File: config.mk
export PLATFORM = sky130hd
export DESIGN_NAME = key_ctrl
export DESIGN_NICKNAME = d
export VERILOG_FILES = /design/src/rtl/key_pkg.sv /design/src/rtl/key_ctrl_edge_det.sv /design/src/rtl/key_ctrl.sv
export SDC_FILE = /design/constraint.sdc
export NUM_CORES = 1
export LEC_CHECK = 0
export ABC_CLOCK_PERIOD_IN_PS = 2180
export CAP_MARGIN = 15
export CORE_MARGIN = 8
export CORE_UTILIZATION = 49
export CTS_CLUSTER_SIZE = 40
export DETAILED_ROUTE_END_ITERATION = 6
export PLACE_DENSITY = 0.68
export SLEW_MARGIN = 20
export SYNTH_ARGS = -nofsm -noshare
export SYNTH_HDL_FRONTEND = slang
export SYNTH_HIERARCHICAL = 1
export SYNTH_SLANG_ARGS = --single-unit
File: constraint.sdc
create_clock -name sys_clk -period 2.18 [get_ports sys_clk]
set_input_delay 0.327 -clock sys_clk [delete_from_list [all_inputs] [get_ports sys_clk]]
set_output_delay 0.327 -clock sys_clk [all_outputs]
set_load 0.005 [all_outputs]
File: src/rtl/key_pkg.sv
// Shared state encodings and counter-width helper for the key_ctrl button controller.
package key_pkg;

    typedef enum logic [1:0] {
        IDLE       = 2'd0,
        PRESS_FILT = 2'd1,
        HOLD       = 2'd2,
        REL_FILT   = 2'd3
    } key_state_e;

    // Bits needed to hold 0..n-1, never narrower than one bit.
    function automatic int unsigned cnt_width(input int unsigned n);
        if (n <= 2) begin
            return 1;
        end
        return $clog2(n);
    endfunction

endpackage

File: src/rtl/key_ctrl_edge_det.sv
// edge_det: one-cycle rise/fall flags on an already synchronised level.
module edge_det (
    input  logic sys_clk,
    input  logic sys_rst_n,
    input  logic i_btn,
    output logic posedge_flag,
    output logic negedge_flag
);

    logic btn_d;

    always_ff @(posedge sys_clk or negedge sys_rst_n) begin
        if (!sys_rst_n) begin
            btn_d <= 1'b0;
        end else begin
            btn_d <= i_btn;
        end
    end

    assign posedge_flag = i_btn & ~btn_d;
    assign negedge_flag = ~i_btn & btn_d;

endmodule

File: src/rtl/key_ctrl.sv
// Push-button debounce and press/release/long-press event controller.
// Define KEY_REPEAT_EN to enable auto-repeat o_press pulses after o_long.
module key_ctrl
    import key_pkg::*;
#(
    parameter int unsigned DEB_CNT  = 20,
`ifdef KEY_REPEAT_EN
    parameter int unsigned REP_CNT  = 25,
`endif
    parameter int unsigned LONG_CNT = 100
) (
    input  logic sys_clk,
    input  logic sys_rst_n,
    input  logic i_btn,
    output logic o_level,
    output logic o_press,
    output logic o_release,
    output logic o_long
);

    localparam int unsigned DEB_W  = cnt_width(DEB_CNT);
    localparam int unsigned HOLD_W = cnt_width(LONG_CNT);
`ifdef KEY_REPEAT_EN
    localparam int unsigned REP_W  = cnt_width(REP_CNT);
`endif

    logic s1;
    logic s2;
    logic pos_flag;
    logic neg_flag;

    key_state_e        state;
    key_state_e        state_nxt;
    logic [DEB_W-1:0]  deb_cnt;
    logic [DEB_W-1:0]  deb_nxt;
    logic [HOLD_W-1:0] hold_cnt;
    logic [HOLD_W-1:0] hold_nxt;
    logic              long_done;
    logic              long_done_nxt;
    logic              level_nxt;
    logic              press_nxt;
    logic              release_nxt;
    logic              long_nxt;
`ifdef KEY_REPEAT_EN
    logic [REP_W-1:0]  rep_cnt;
    logic [REP_W-1:0]  rep_nxt;
`endif

    // Two-flop synchroniser for the asynchronous button input.
    always_ff @(posedge sys_clk or negedge sys_rst_n) begin
        if (!sys_rst_n) begin
            s1 <= 1'b0;
            s2 <= 1'b0;
        end else begin
            s1 <= i_btn;
            s2 <= s1;
        end
    end

    edge_det u_edge_det (
        .sys_clk      (sys_clk),
        .sys_rst_n    (sys_rst_n),
        .i_btn        (s2),
        .posedge_flag (pos_flag),
        .negedge_flag (neg_flag)
    );

    always_ff @(posedge sys_clk or negedge sys_rst_n) begin
        if (!sys_rst_n) begin
            state     <= IDLE;
            deb_cnt   <= '0;
            hold_cnt  <= '0;
            long_done <= 1'b0;
            o_level   <= 1'b0;
            o_press   <= 1'b0;
            o_release <= 1'b0;
            o_long    <= 1'b0;
`ifdef KEY_REPEAT_EN
            rep_cnt   <= '0;
`endif
        end else begin
            state     <= state_nxt;
            deb_cnt   <= deb_nxt;
            hold_cnt  <= hold_nxt;
            long_done <= long_done_nxt;
            o_level   <= level_nxt;
            o_press   <= press_nxt;
            o_release <= release_nxt;
            o_long    <= long_nxt;
`ifdef KEY_REPEAT_EN
            rep_cnt   <= rep_nxt;
`endif
        end
    end

    always_comb begin
        state_nxt     = state;
        deb_nxt       = deb_cnt;
        hold_nxt      = hold_cnt;
        long_done_nxt = long_done;
        level_nxt     = o_level;
        press_nxt     = 1'b0;
        release_nxt   = 1'b0;
        long_nxt      = 1'b0;
`ifdef KEY_REPEAT_EN
        rep_nxt       = rep_cnt;
`endif

        case (state)
            IDLE: begin
                if (pos_flag) begin
                    state_nxt = PRESS_FILT;
                    deb_nxt   = '0;
                end
            end

            PRESS_FILT: begin
                if (!s2) begin
                    state_nxt = IDLE;
                end else if (deb_cnt == DEB_W'(DEB_CNT - 1)) begin
                    state_nxt     = HOLD;
                    press_nxt     = 1'b1;
                    level_nxt     = 1'b1;
                    hold_nxt      = '0;
                    long_done_nxt = 1'b0;
                end else begin
                    deb_nxt = deb_cnt + DEB_W'(1);
                end
            end

            HOLD: begin
                if (hold_cnt != HOLD_W'(LONG_CNT - 1)) begin
                    hold_nxt = hold_cnt + HOLD_W'(1);
                end
                // Long-press takes priority; a coincident repeat waits a cycle.
                if (hold_cnt == HOLD_W'(LONG_CNT - 1) && !long_done) begin
                    long_nxt      = 1'b1;
                    long_done_nxt = 1'b1;
`ifdef KEY_REPEAT_EN
                    rep_nxt       = '0;
                end else if (long_done) begin
                    if (rep_cnt == REP_W'(REP_CNT - 1)) begin
                        press_nxt = 1'b1;
                        rep_nxt   = '0;
                    end else begin
                        rep_nxt = rep_cnt + REP_W'(1);
                    end
`endif
                end
                if (neg_flag) begin
                    state_nxt = REL_FILT;
                    deb_nxt   = '0;
                end
            end

            REL_FILT: begin
                if (s2) begin
                    state_nxt = HOLD;
                end else if (deb_cnt == DEB_W'(DEB_CNT - 1)) begin
                    state_nxt   = IDLE;
                    release_nxt = 1'b1;
                    level_nxt   = 1'b0;
                end else begin
                    deb_nxt = deb_cnt + DEB_W'(1);
                end
            end

            default: begin
                state_nxt = IDLE;
            end
        endcase
    end

endmodule

==> impl_results.md <==
- Status: complete, no violations
- Number of routed nets with antenna violations: 0
- Number of synthesized flops with an enable pin: 0
- Antenna Cells: 0
- Tightest Hold Check Type: reg2reg
- List of most frequent post-synthesis cells: 22 x dfrtp_1, 8 x o21ai_0, 6 x nand2_1, 6 x nor2_1, 4 x nor2b_1
- Global routing usage on met3: 0.0269
- Biggest regs: hold_cnt (7), deb_cnt (5)
- Area taken by multi-input logic gates: 475 um2
- Total Wirelength: 1870 um
- Largest register FFs: 7
- Ratio of cells with drive above 1 in the final layout: 0.125
- Static power due to leakage: 0.000501 uW
- Area share of the largest cell type after synthesis: 0.517
- Max FO, Critical Path: 8
- Sequential standard cell area: 551 um2
- Slowest library cell on the worst path: or4_1
- I/O pins: 7
- Final setup vio count: 0
- Avg WL per Cell: 14.2 um
- Via count of the first global-routing pass: 761
- Critical path capture point type: flop
- Transition time at the pin with the least slew margin: 0.527 ns
- Total track usage: 0.102
- TritonCTS clock tree: yes
- Die width: 62.6 um
- Leading area contributor after synthesis: dfrtp_1
- Register ranked first by flip-flop count: hold_cnt
- Global routing usage on met2: 0.163
- Core region area: 2130 um2
- Final Hold Vio Count: 0
- Final global-route overflow total: 0
- Net count reported at finish: 111
- Starting DRT DRC Count: 34
- Asr flop ratio synth: 1.00
- Kind of critical path: reg2reg
- Number of placement rows: 17
- DRT Pass-1 Iters: 4
- Post-detailed-route via-to-cell ratio: 5.68
- Slew Viols, Final: 0
- Number of buffers on the longest clock path: 2
- Pin count of the biggest net entering global routing: 23
- H-tree level count: 1
- Worst relative slew slack: 0.644
- DRC violation count after routing: 0
- Cell chosen for the clock root: clkbuf_4
- RSZ-0062 raised after global routing: no
- Later-pin clock latency in the skew report: 0.29 ns
- Routability Congestion: roughly 0.86
- Number of buffer cells added on primary ports: 6
- Max Freq: slightly above 500 MHz
- Distinct cell type count of the synthesized netlist: 40
- Post-route non-filler standard cell count: 132
- Initial antenna violation count: 0
- Clock slew at reported path FFs: about 0.11 ns
- Die height: 62.6 um
- Synthesized net count: 100
- Syn Std Cell Area: 1060 um2
- Largest vdd supply drop: between 0.0003 and 0.0004 V
- Total of fill cells in the finished design: 190
- Top Usage Layer GRT: met2
- Most common cell in the synthesized netlist: dfrtp_1
- Synthesized area divided by synthesized cell count: approximately 11 um2
- Global-route wire length before repair: around 3400 um
- Total placed cells including tap cells: 129
- Data arrival time of the worst path: 2.15 ns
- Crit share post-route: 0.885
- Most frequently used flop master after synthesis: dfrtp_1
- Initial Util: 0.501
- Count of vias placed by the detailed router: 750
- Sequential-to-total area share from yosys stat: 0.517
- Synthesized instance count: 95
- Cell types occupying the most area after synthesis: dfrtp_1 52%, o21ai_0 3.8%, xor2_1 2.5%
- Clock Skews: 0.00404 ns
- Pwr/cell area: 591 nW/um2
- Sum Neg Setup Slack: 0 ns
- Worst EP required: 2.40 ns
- HPWL reported at the end of detailed placement: between 1000 and 1500 um
- Overall die area: 3920 um2
- Clock sink count: 22
- Number of buffers inserted for hold repair after clock tree synthesis: 0
- Number of resized instances in the post-cts repair step: 0
- Met1 demand-to-capacity share in global routing: 0.132
- Inserted Clock Buffers: 3
- Synth-to-Final Area Change: 11.2%
- Max Cap Viol: 0
- Register bit count reported by yosys: 22
- Minimum clock period: 1.93 ns
- Number of warnings printed during yosys synthesis: 6
- Setup Fix Bufs, Post-CTS: 0
- Startpoint type of the worst setup path: flop
- Worst path cell trace: ha_1 -> nor4bb_1 -> o311a_4 -> or4_1 -> a21boi_1
- Slowest Stage Delay on Critical Path: 0.47 ns
==> cells in the final DEF, fill, tap and decap left out, types with 3 or more instances in the layout <==
| cell type | instances |
|---|---|
| nand2_1 | 6 |
| clkbuf_4 | 3 |
| nor2_1 | 6 |
| dfrtp_1 | 22 |
| nand3_1 | 3 |
| clkdlybuf4s50_1 | 6 |
| buf_4 | 3 |
| inv_1 | 3 |
| nor2b_1 | 4 |
| xor2_1 | 3 |
| o21ai_0 | 8 |
| a21oi_1 | 3 |
==> stage by stage <==
step | instance area [um2] | power, uW | utilization | setup slack (ns) | hold slack (ns)
3_5_place_dp | 1160 | 534 | 0.546 | 0.274 | 0.339
2_1_floorplan | 1060 | 511 | - | 0.391 | 0.0314
5_1_grt | 1180 | 747 | 0.556 | 0.171 | 0.376
3_3_place_gp | 1160 | 532 | 0.546 | 0.344 | 0.333
4_1_cts | 1180 | 708 | 0.556 | 0.266 | 0.366
6_report | 1180 | 699 | 0.556 | 0.250 | 0.363
==> worst paths after layout <==
check / start / to / slack, ns / depth (start not counted)
min in group asynchronous: sys_rst_n / deb_cnt[3]$_DFFE_PN0P_ / 0.37 / 2
min: s1$_DFF_PN0_ / s2$_DFF_PN0_ / 0.36 / 0
max reg2reg: deb_cnt[0]$_DFFE_PN0P_ / deb_cnt[3]$_DFFE_PN0P_ / 0.25 / 5
max in group asynchronous: sys_rst_n / hold_cnt[5]$_DFFE_PN0P_ / 1.60 / 2
max: deb_cnt[0]$_DFFE_PN0P_ / deb_cnt[3]$_DFFE_PN0P_ / 0.25 / 5
min reg2reg: s1$_DFF_PN0_ / s2$_DFF_PN0_ / 0.36 / 0
==> per-layer routing <==
| metal | vias to the layer above | part of all wire |
|---|---|---|
| li1 | 367 | - |
| met1 | 373 | 0.49 |
| met2 | 8 | 0.47 |
| met3 | 2 | 0.030 |
| met4 | 0 | 0.0075 |
| met5 | - | 0 |
==> worst max-delay path, delay by kind of cell, from the launching register on <==
kind | cells | cell delay, ns
AO/OA/AOI/OAI | 2 | 0.51
adder cells (fa/ha/maj) | 1 | 0.27
flip-flops | 1 | 0.42
AND/OR/NAND/NOR | 2 | 0.65
==> layout make-up <==
type | count | share of cell area
timing repair buffer | 9 | 0.0698
tap | 28 | 0.0296
inverter | 4 | 0.0148
multi-input combinational | 66 | 0.402
clock buffer | 3 | 0.0190
sequential | 22 | 0.465
==> power by group <==
group          total [uW]  internal, uW  leakage [uW]  switching [uW]
clock                 174          64.1     0.0000138             110
sequential            451           428      0.000292            23.1
combinational        74.1          34.0      0.000195            40.0
total                 699           526      0.000501             173
==> kinds of logic (layout without fill, tap and decap cells) <==
kind of cell             after synthesis  count (layout)  share of synthesized area
multiplexers                           2               2                     0.0200
buffers and inverters                  7              16                     0.0364
AO/OA/AOI/OAI                         24              24                      0.167
AND/OR/NAND/NOR                       34              34                      0.203
adder cells (fa/ha/maj)                2               2                     0.0235
flip-flops                            22              22                      0.517
XOR/XNOR                               4               4                     0.0329
No activity file was read; power rests on OpenSTA's default activity.
